==> config.mk <==
export PLATFORM = sky130hd
export DESIGN_NAME = gcm_ae_hw_1x8_hls_deadlock_report
export DESIGN_NICKNAME = d
export VERILOG_FILES = /design/src/rtl/gcm_ae_hw_1x8_hls_deadlock_report_pkg.sv /design/src/rtl/gcm_ae_hw_1x8_hls_deadlock_persist_cnt.sv /design/src/rtl/gcm_ae_hw_1x8_hls_deadlock_report.sv
export SDC_FILE = /design/constraint.sdc
export NUM_CORES = 1
export LEC_CHECK = 0
export ABC_CLOCK_PERIOD_IN_PS = 3000
export CAP_MARGIN = 25
export CORE_ASPECT_RATIO = 0.9
export CORE_MARGIN = 5
export CORE_UTILIZATION = 51
export CTS_BUF_LIST = sky130_fd_sc_hd__clkbuf_16
export CTS_CLUSTER_DIAMETER = 120
export DETAILED_ROUTE_END_ITERATION = 12
export GPL_ROUTABILITY_DRIVEN = 0
export MAX_ROUTING_LAYER = met4
export PLACE_DENSITY_LB_ADDON = 0.25
export RECOVER_POWER = 25
export SLEW_MARGIN = 20
export SYNTH_ARGS = -nofsm -noshare
export SYNTH_HDL_FRONTEND = slang
export SYNTH_HIERARCHICAL = 1
export SYNTH_SLANG_ARGS = --single-unit
==> constraint.sdc <==
create_clock -name clock -period 3 [get_ports clock]
set_clock_uncertainty 0.1 [all_clocks]
set_input_delay 0.45 -clock clock [delete_from_list [all_inputs] [get_ports clock]]
set_output_delay 0.45 -clock clock [all_outputs]
set_load 0.1 [all_outputs]
==> src/rtl/gcm_ae_hw_1x8_hls_deadlock_report_pkg.sv <==
`default_nettype none
// +--------------------------------------------------------------------+
// | gcm_ae_hw_1x8_hls_deadlock_report_pkg                              |
// | Shared types/constants for the deadlock report block. Rev 1.0      |
// +--------------------------------------------------------------------+
package gcm_ae_hw_1x8_hls_deadlock_report_pkg;

  typedef enum logic [1:0] {
    ST_IDLE      = 2'd0,
    ST_SUSPECT   = 2'd1,
    ST_CONFIRMED = 2'd2
  } state_t;

  localparam int DEFAULT_THRESHOLD = 16;
  localparam int DEFAULT_NUM_AXIS  = 7;

  function automatic int cnt_width(input int thr);
    return $clog2(thr + 1);
  endfunction

endpackage
`default_nettype wire

==> src/rtl/gcm_ae_hw_1x8_hls_deadlock_persist_cnt.sv <==
`default_nettype none
// +--------------------------------------------------------------------+
// | gcm_ae_hw_1x8_hls_deadlock_persist_cnt                             |
// | Saturating persistence counter with terminal-count flag. Rev 1.0   |
// +--------------------------------------------------------------------+
module gcm_ae_hw_1x8_hls_deadlock_persist_cnt #(
  parameter int THRESHOLD = 16,
  parameter int CW        = 5
) (
  input  logic clock,
  input  logic reset,
  input  logic i_inc,
  input  logic i_clr,
  output logic o_tc
);

  logic [CW-1:0] r_cnt;

  always_ff @(posedge clock) begin
    if (reset || i_clr) begin
      r_cnt <= '0;
    end else if (i_inc && (r_cnt != CW'(THRESHOLD))) begin
      r_cnt <= r_cnt + 1'b1;
    end
  end

  // High when the next increment is the THRESHOLD-th consecutive sample.
  assign o_tc = (r_cnt == CW'(THRESHOLD - 1));

endmodule
`default_nettype wire

==> src/rtl/gcm_ae_hw_1x8_hls_deadlock_report.sv <==
`default_nettype none
// +--------------------------------------------------------------------+
// | gcm_ae_hw_1x8_hls_deadlock_report                                  |
// | Confirms persistent monitor blocking and latches a deadlock report.|
// | Optional timestamp: GCM_DEADLOCK_REPORT_TIMESTAMP_EN. Rev 1.0      |
// +--------------------------------------------------------------------+
module gcm_ae_hw_1x8_hls_deadlock_report
  import gcm_ae_hw_1x8_hls_deadlock_report_pkg::*;
#(
  parameter int THRESHOLD = DEFAULT_THRESHOLD,
  parameter int NUM_AXIS  = DEFAULT_NUM_AXIS
) (
  input  logic                clock,
  input  logic                reset,
  input  logic                block,
  input  logic [NUM_AXIS-1:0] axis_block_sigs,
  input  logic                clear_i,
  output logic                deadlock_o,
  output logic                report_valid_o,
  output logic [NUM_AXIS-1:0] deadlock_axis_o,
  output logic [7:0]          deadlock_cnt_o
`ifdef GCM_DEADLOCK_REPORT_TIMESTAMP_EN
  ,
  output logic [31:0]         timestamp_o
`endif
);

  localparam int CW = cnt_width(THRESHOLD);

  state_t              r_state;
  state_t              w_next_state;
  logic                w_active;
  logic                w_inc;
  logic                w_clr;
  logic                w_tc;
  logic                w_confirm;
  logic                r_deadlock;
  logic                r_report_valid;
  logic [NUM_AXIS-1:0] r_axis;
  logic [7:0]          r_cnt;

  assign w_active  = (r_state != ST_CONFIRMED);
  assign w_inc     = w_active && block && !clear_i;
  assign w_clr     = clear_i || (w_active && !block);
  // A clear on the confirming sample wins: no report is raised.
  assign w_confirm = w_active && block && !clear_i && w_tc;

  gcm_ae_hw_1x8_hls_deadlock_persist_cnt #(
    .THRESHOLD (THRESHOLD),
    .CW        (CW)
  ) u_persist_cnt (
    .clock (clock),
    .reset (reset),
    .i_inc (w_inc),
    .i_clr (w_clr),
    .o_tc  (w_tc)
  );

  always_ff @(posedge clock) begin
    if (reset) begin
      r_state <= ST_IDLE;
    end else begin
      r_state <= w_next_state;
    end
  end

  always_comb begin
    w_next_state = r_state;
    unique case (r_state)
      ST_IDLE, ST_SUSPECT: begin
        if (clear_i || !block) begin
          w_next_state = ST_IDLE;
        end else if (w_tc) begin
          w_next_state = ST_CONFIRMED;
        end else begin
          w_next_state = ST_SUSPECT;
        end
      end
      ST_CONFIRMED: begin
        if (clear_i) begin
          w_next_state = ST_IDLE;
        end
      end
      default: w_next_state = ST_IDLE;
    endcase
  end

  always_ff @(posedge clock) begin
    if (reset) begin
      r_deadlock     <= 1'b0;
      r_report_valid <= 1'b0;
      r_axis         <= '0;
      r_cnt          <= '0;
    end else begin
      r_report_valid <= w_confirm;
      if (w_confirm) begin
        r_deadlock <= 1'b1;
        r_axis     <= axis_block_sigs;
        if (r_cnt != 8'hFF) begin
          r_cnt <= r_cnt + 8'd1;
        end
      end else if (clear_i) begin
        r_deadlock <= 1'b0;
        r_axis     <= '0;
      end
    end
  end

  assign deadlock_o      = r_deadlock;
  assign report_valid_o  = r_report_valid;
  assign deadlock_axis_o = r_axis;
  assign deadlock_cnt_o  = r_cnt;

`ifdef GCM_DEADLOCK_REPORT_TIMESTAMP_EN
  logic [31:0] r_cycle;
  logic [31:0] r_timestamp;

  always_ff @(posedge clock) begin
    if (reset) begin
      r_cycle     <= '0;
      r_timestamp <= '0;
    end else begin
      r_cycle <= r_cycle + 32'd1;
      if (w_confirm) begin
        r_timestamp <= r_cycle;
      end else if (clear_i) begin
        r_timestamp <= '0;
      end
    end
  end

  assign timestamp_o = r_timestamp;
`endif

endmodule
`default_nettype wire
======== After elaboration in Yosys (flattened, before gate mapping) ========
Index checks and enable logic that the tools add are counted.
word-level totals
  register bits after elaboration ......... 24
  input port bits ......................... 11
  output and inout bits ................... 17
  word-level logic and storage cells ...... 37
cells by class
  add/sub/neg operators ................... 2
  eq/ne operators ......................... 7
  muxes and demuxes ....................... 8
  reduce and logical (&&, ||, !) cells .... 14
operators with widths
  cell                                                                    number
  7-bit 2-to-1 mux                                                        2
  8-bit by 1-bit adder with 8-bit output (second input constant)          1
  8-bit != test (second input constant)                                   1
  2-bit 2-to-1 mux                                                        3
  5-bit by 1-bit adder with 5-bit output (second input constant)          1
  5-bit by 4-bit equality test with 1-bit output (second input constant)  1
  1-bit logical AND                                                       5
  5-bit != test (second input constant)                                   1
  2-bit != test (second input constant)                                   2
  2-bit one-hot mux with 2 select lines                                   1
  1-bit logical OR                                                        3
  2-bit by 1-bit equality test with 1-bit output (second input constant)  1
  2-bit equality test (second input constant)                             1
  1-bit logical NOT                                                       2
  2-bit logical NOT                                                       1
  1-bit 2-to-1 mux                                                        2
  2-bit AND reduction                                                     1
  2-bit nonzero test                                                      1
  2-bit OR reduction                                                      1

======== Depth between registers and ports, before layout ========
Gate-level depths: netlist (run 1).
  word-level depth ........................ 5
  depth in mapped cells ................... 7
  gate-level depth less buffers ........... 6

======== By module ========
Netlist (run 1), hierarchy kept.
modules (own cells, without submodules)
  module                                  times used  cells each  area each (um2)  sequential area each (um2)
  gcm_ae_hw_1x8_hls_deadlock_report       1           93          830.8            380.4
  gcm_ae_hw_1x8_hls_deadlock_persist_cnt  1           30          289.0            100.1

======== Least setup slack after synthesis (run 1) ========
No wires, ideal clock.
  kind .................................... register to register
  start point ............................. register r_cnt[0], in the netlist deadlock_cnt_o[0]
  end point ............................... register r_cnt[1], in the netlist deadlock_cnt_o[1]
  setup time .............................. 0.128 ns
  data arrival time ....................... 2.038 ns
  required time ........................... 2.772 ns
  slack ................................... 0.735 ns
  cell stages (with the launch flop) ...... 6
  path buffers ............................ 0
  period minus slack after synthesis ...... 2.265 ns
  cell sequence ........................... dfxtp_1 -> ha_1 -> nand3_1 -> o2111ai_4 -> mux2i_1 -> nor2_1
on the way
  word-level cells in the longest chain between the ends .. 2
  elaborated cells on any way between the ends .. 3
  those cells by class .................... 1 x add/sub; 1 x eq/ne; 1 x reduce/logical
ends and longest elaborated chain
  element                                                                                         RTL line                                  RTL
  from (decl)                                                                                     gcm_ae_hw_1x8_hls_deadlock_report.sv:40   logic [7:0] r_cnt;
  from (signal assigned)                                                                          gcm_ae_hw_1x8_hls_deadlock_report.sv:100  r_cnt <= r_cnt + 8'd1;
  parallel branches: the longest is 2 deep, another holds 8-bit by 1-bit adder with 8-bit output  n/a
Several ways; the timed one is not identified.
A chain may end at the register's enable or synchronous reset.

======== Final worst setup path (run 1) ========
  start point ............................. input clear_i
  end point ............................... register r_cnt[6], in the netlist deadlock_cnt_o[6]
on the way
  word-level cells in the longest chain between the ends .. 4
ends and longest elaborated chain
  element                               RTL line                                 RTL
  from (decl)                           gcm_ae_hw_1x8_hls_deadlock_report.sv:17  input logic clear_i,
  1-bit logical NOT                     gcm_ae_hw_1x8_hls_deadlock_report.sv:46  assign w_confirm = w_active && block && !clear_i && w_tc;
  1-bit logical AND (2 in a row)        gcm_ae_hw_1x8_hls_deadlock_report.sv:46
  2-bit AND reduction (no source line)  n/a
No other way between the ends.

==> flow_summary.toml, run 1 <==
[drt]
wire_per_inst_um = 13.1
drc = 0
highest_layer = "met4"
totalWireLength_mm = 2.29
vias = 932
dr.pass1.iters = 4
routed-wl-met2_mm = 1.01
avgViaCountPerCell = 5.33
wl_met3_um = 189
wl_met1_mm = 1.08
drt_iter0_drc = 28
drtAntennaViolNets = 0

[global_route]
grt_usage = 0.159
grt_pass1_vias = 839
grt_max_degree = 21
grt_pass1_wl_mm = 3.75
grt-ovfl-total = 0
antenna_found_initial = 0

[final_layout]
layout_commonest_cell = "dfxtp_1"
n_antenna_cell = 0
drive_above_1_share = 0.115
mostFrequentLayoutCells = "dfxtp_1 (24), nand2_1 (15), a21oi_1 (12), clkdlybuf4s50_1 (10), clkbuf_1 (10)"
final_util = 0.652
fillers = 172
final_area_mm2 = 0.00140
fin_nets = 165
area_delta_synth_final_pct = 24.8

[yosys]
synth_top_area_frac = 0.429
syn_inst = 123
seq_area_frac_synth = 0.429
synth_area_leader_cell = "dfxtp_1"
yosys_warnings = 6
synth.ff_latch_count = 24
synth_nets = 138
avgSynthCellArea_um2 = 9.10
netlist_area_mm2 = 0.00112
synth_area_leaders = "dfxtp_1 (43%), a21oi_1 (5.4%), nand3b_1 (5.4%)"
ys_types = 34

[critical_path]
critPathKind = "primary input to flip-flop"
worst_setup_path_end_kind = "flip-flop"
crit_chain = "clkdlybuf4s50_1 -> and2b_2 -> and3_1 -> a41oi_1 -> a211oi_1"
startpoint_type = "primary input"
critPathArrivalTime_ns = 2.19
slowest_stage = "clkdlybuf4s50_1"
crit_required_ns = 3.06
critical_path.top_delay_family = "simple AND/OR/NAND/NOR gates"
crit_path_max_incr_delay_ns = 0.57
crit_path_max_fanout = 12
critPathBufInv = 1

[pwr]
combPwrFrac = 0.050
leakagePower_nw = 0.488
p_int_mw = 0.513
peakVddDrop_uv = 588
p_per_area_mw_per_mm2 = 450
power.share.clock = 0.441
power.total_mw = 0.630
switching_power_mw = 0.116
swShare = 0.185
pwr-share-seq = 0.509

[cts]
clk_root_buffer_cell = "clkbuf_16"
cts_tree = "yes"
htreeDepth = 1
cts-resized-gates = 0
clk_pin_slew_ns = 0.06
cts_hold_buf = 0
cts.path.max_buffers = 2
cts_inserted_buffers = 3
clk_latency_ns = 0.25
cts_setup_buffers = 0
clock_sinks = 24

[die]
die-area_mm2 = 0.00323
dieHeight_um = 54.5
die_x_um = 59.4
ios = 28
start_util = 0.523
rows = 16
coreArea_mm2 = 0.00214

[place]
placed_cell_area_mm2 = 0.00136
portBuffers = 27
hpwl_mm = 1.66

[status]
outcome = "complete, no violations"

[timing]
period_minus_slack_ns = 2.13
rsz0062_at_grt = "no"
slew_viol_final = 0
fin_crit_sh = 0.711
tightest_slew_ns = 1.19
max_freq_mhz = 469
timing.slew.headroom = 0.213
finalHoldViolations = 0
finalSetupViolCount = 0
setup_tns_ns = 0

[flow_run]
maxCapViolations = 0

[min_path]
hold_class = "flip-flop to flip-flop"
==> area by class of cell <==
class / instances / area (um^2) / area share
multi-input cells: 88 / 596 / 0.426
flip-flops and latches: 24 / 480 / 0.344
repair buffers: 27 / 190 / 0.136
clock buffers: 3 / 75.1 / 0.0537
well taps: 27 / 33.8 / 0.0242
inverters: 6 / 22.5 / 0.0161
==> metrics by stage <==
| stage | hold slack (ns) | cells | setup slack (ns) |
|---|---|---|---|
| after floorplan | 0.315 | 123 | 0.735 |
| after global placement | 0.349 | 172 | 0.691 |
| after detailed placement | 0.340 | 172 | 0.609 |
| after CTS | 0.359 | 175 | 0.855 |
| after global routing | 0.365 | 175 | 0.665 |
| final | 0.370 | 175 | 0.868 |
==> logic make-up (layout without fill, tap and decap cells) <==
family | count (synthesis) | in the layout | share of synthesized area
and+or+nand+nor | 55 | 55 | 0.294
DFF | 24 | 24 | 0.429
AOI/OAI and AO/OA | 23 | 23 | 0.143
buffers and inverters | 11 | 36 | 0.0391
adders and majority gates | 4 | 4 | 0.0447
xor gates and xnor gates | 3 | 3 | 0.0235
muxes | 3 | 3 | 0.0268
==> power groups by stage <==
stage / clock [mW] / sequential (mW) / combinational, mW
6_report: 0.278 / 0.320 / 0.0313
5_1_grt: 0.298 / 0.320 / 0.0340
4_1_cts: 0.287 / 0.320 / 0.0314
3_5_place_dp: 0 / 0.327 / 0.0309
3_3_place_gp: 0 / 0.327 / 0.0308
2_1_floorplan: 0 / 0.327 / 0.0152
==> final timing paths <==
check                              start                 to  slack, ns  depth (start not counted)
setup / recovery                 clear_i  deadlock_cnt_o[6]       0.87                          5
hold / removal                r_state[1]         r_state[0]       0.37                          1
setup reg to reg  u_persist_cnt/r_cnt[0]  deadlock_cnt_o[6]       0.97                          6
hold reg to reg               r_state[1]         r_state[0]       0.37                          1
==> state kept, by name (all words and copies together), names as in the netlist <==
signal	count
deadlock_cnt_o	8
deadlock_axis_o	7
report_valid_o	1
r_state	2
u_persist_cnt/r_cnt	5
deadlock_o	1
==> Yosys cell counts, drive strengths merged <==
cell,count
nor3,3
nor4b,1
a41oi,1
nand3,4
ha,4
clkbuf,3
nor2,8
nand4,4
mux2i,3
o21ai,2
or3,1
xor2,3
nand2b,2
and4,1
or4,1
dfxtp,24
nand3b,8
buf,2
a211oi,3
inv,6
nand4bb,1
o2111ai,1
a21o,1
a31oi,1
and2b,1
and2,1
o2111a,1
and3,3
o31ai,1
a21oi,12
nand2,16
==> per-layer routing <==
| layer | up-vias | global-route usage |
|---|---|---|
| met3 | 4 | 0.0590 |
| met2 | 24 | 0.247 |
| met1 | 414 | 0.194 |
| met5 | - | - |
| li1 | 490 | - |
| met4 | 0 | 0.0453 |
(Power assumes the default switching activity.)
==> inputs of run 2 (changes only) <==
--- a/config.mk
+++ b/config.mk
@@ -5,11 +5,11 @@
 export SDC_FILE = /design/constraint.sdc
 export NUM_CORES = 1
 export LEC_CHECK = 0
-export ABC_CLOCK_PERIOD_IN_PS = 3000
+export ABC_CLOCK_PERIOD_IN_PS = 2000
 export CAP_MARGIN = 25
 export CORE_ASPECT_RATIO = 0.9
 export CORE_MARGIN = 5
-export CORE_UTILIZATION = 51
+export CORE_UTILIZATION = 47
 export CTS_BUF_LIST = sky130_fd_sc_hd__clkbuf_16
 export CTS_CLUSTER_DIAMETER = 120
 export DETAILED_ROUTE_END_ITERATION = 12
==> constraint.sdc (replaced) <==
create_clock -name clock -period 2 [get_ports clock]
set_clock_uncertainty 0.1 [all_clocks]
set_input_delay 0.3 -clock clock [delete_from_list [all_inputs] [get_ports clock]]
set_output_delay 0.3 -clock clock [all_outputs]
set_load 0.1 [all_outputs]
==> run 2 against run 1 <==
Effect of this change:
- setup slack lost 0.73 ns
- count of clock-buffer cells in the layout stayed put
- first-iteration DRC count fell by 32%
- register-to-register slack worse by 0.83 ns
- non-clock buffer count rose by 6
- routed wire length is 10% higher
- critical path depth is 1 higher
- critical path type is now flip-flop to flip-flop
- critical endpoint is now deadlock_cnt_o[5]
- largest cell class unchanged
- highest routed layer unchanged
==> flow_summary.toml, run 2 (same netlist as run 1, synthesis figures left out) <==
[critical_path]
worst_setup_path_end_kind = "flip-flop"
crit_path_max_fanout = 6
startpoint_type = "flip-flop"
crit_chain = "ha_1 -> and3_2 -> ha_2 -> o2111ai_4 -> or4_1 -> a21oi_1"
rr_endpoint = "deadlock_cnt_o[5]"
reg2reg_slack_ns = 0.14
crit_path_max_incr_delay_ns = 0.43
critical_path.top_delay_family = "simple AND/OR/NAND/NOR gates"
critPathArrivalTime_ns = 1.94
slowest_stage = "or4_1"
r2r-start = "u_persist_cnt/r_cnt[0]"
critPathKind = "flip-flop to flip-flop"
rr_worst_depth = 6
crit_required_ns = 2.08
critPathBufInv = 0

[final_layout]
fillers = 188
multi_input_area_um2 = 599
final_area_mm2 = 0.00147
fin_nets = 171
ff_latch_area_um2 = 490
mostFrequentLayoutCells = "dfxtp_1 (16), nand2_1 (15), buf_4 (13), a21oi_1 (12)"
drive_above_1_share = 0.279
largest_reg_flops = 8
area_delta_synth_final_pct = 31.2
n_antenna_cell = 0
layout_commonest_cell = "dfxtp_1"

[drt]
vias = 986
dr.pass1.iters = 4
totalWireLength_mm = 2.52
avgViaCountPerCell = 5.45
drt_iter0_drc = 19
wire_per_inst_um = 13.9
drc = 0
drtAntennaViolNets = 0

[die]
start_util = 0.504
die_x_um = 61.5
die-area_mm2 = 0.00346
dieHeight_um = 56.3
rows = 16
coreArea_mm2 = 0.00222
ios = 28

[timing]
finalSetupViolCount = 0
tightest_slew_ns = 0.550
setup_tns_ns = 0
max_freq_mhz = 537
fin_crit_sh = 0.931
slew_viol_final = 0
rsz0062_at_grt = "no"
period_minus_slack_ns = 1.86
timing.slew.headroom = 0.635
finalHoldViolations = 0

[min_path]
min_to = "r_state[0]"
hold_start = "r_state[1]"
hold_class = "flip-flop to flip-flop"
holdPathStages = 1

[cts]
clk_latency_ns = 0.25
htreeDepth = 1
cts.path.max_buffers = 2
clk_root_buffer_cell = "clkbuf_16"
clock_sinks = 24
clk_pin_slew_ns = 0.06
cts_tree = "yes"
cts_inserted_buffers = 3
cts_hold_buf = 0

[pwr]
peakVddDrop_uv = 717
p_per_area_mw_per_mm2 = 648
leakagePower_nw = 0.555
power.total_mw = 0.952

[flow_run]
maxCapViolations = 0

[global_route]
grt_pass1_vias = 1027
grt_pass1_wl_mm = 4.57
grt_max_degree = 20
grt-ovfl-total = 0
antenna_found_initial = 0
grt_usage = 0.175

[place]
placed_cell_area_mm2 = 0.00142
portBuffers = 27
hpwl_mm = 1.88

[status]
outcome = "complete, no violations"
## run 2: changes by cell type in the layout (fill, tap and decap cells not counted)
cell | before | now
and3_1 | 2 | 1
dfxtp_1 | 24 | 16
dfxtp_2 | 0 | 8
clkbuf_2 | 0 | 10
ha_1 | 4 | 3
clkbuf_1 | 10 | 0
buf_4 | 7 | 13
ha_2 | 0 | 1
and3_2 | 1 | 2
## run 2: layout make-up
type / count / share of cell area
multi-input combinational: 88 / 0.408
sequential: 24 / 0.334
timing repair buffer: 33 / 0.169
clock buffer: 3 / 0.0511
tap: 27 / 0.0230
inverter: 6 / 0.0153
## run 2: through the flow
stage                     hold slack (ns)  worst slack (ns)  cells  utilization
after floorplan                     0.315             0.129    123            -
after global placement              0.332             0.149    178        0.637
after detailed placement            0.350            0.0859    178        0.637
after CTS                           0.375            0.0601    181        0.671
after global routing                0.409            0.0164    181        0.661
final                               0.374             0.138    181        0.661
## run 2: worst reg2reg max path: stages (launching register included)
cell and delay (ns):
dfxtp_1 0.33, ha_1 0.17, and3_2 0.19, ha_2 0.26
o2111ai_4 0.15, or4_1 0.43, a21oi_1 0.16
## run 2: worst max-delay path by stage
stage,slack (ns),end,cells after the start,startpoint
2_1_floorplan,0.13,deadlock_cnt_o[1],5,deadlock_cnt_o[0]
3_3_place_gp,0.15,deadlock_cnt_o[5],5,block
3_5_place_dp,0.09,deadlock_cnt_o[5],5,block
4_1_cts,0.06,deadlock_cnt_o[5],6,u_persist_cnt/r_cnt[0]
5_1_grt,0.02,deadlock_cnt_o[5],6,u_persist_cnt/r_cnt[0]
6_report,0.14,deadlock_cnt_o[5],6,u_persist_cnt/r_cnt[0]
## run 2: report_power, final
group | internal [mW] | leakage, nW | total [mW] | switching, mW
sequential | 0.480 | 0.198 | 0.480 | 0.000831
clock | 0.264 | 0.0370 | 0.420 | 0.156
combinational | 0.0292 | 0.321 | 0.0510 | 0.0218
## run 2: layer usage
metal	vias up	GRT usage	wire length, um
met2	27	0.270	1200
li1	504	-	-
met1	451	0.221	1140
met4	0	0.0455	28
met5	-	-	0
met3	4	0.0550	152
## run 2: what timing repair did
action                     in CTS  in global routing
setup endpoints to repair       0                  6
hold endpoints to repair        0                  0
buffers inserted                0                  0
resized for setup               0                  2
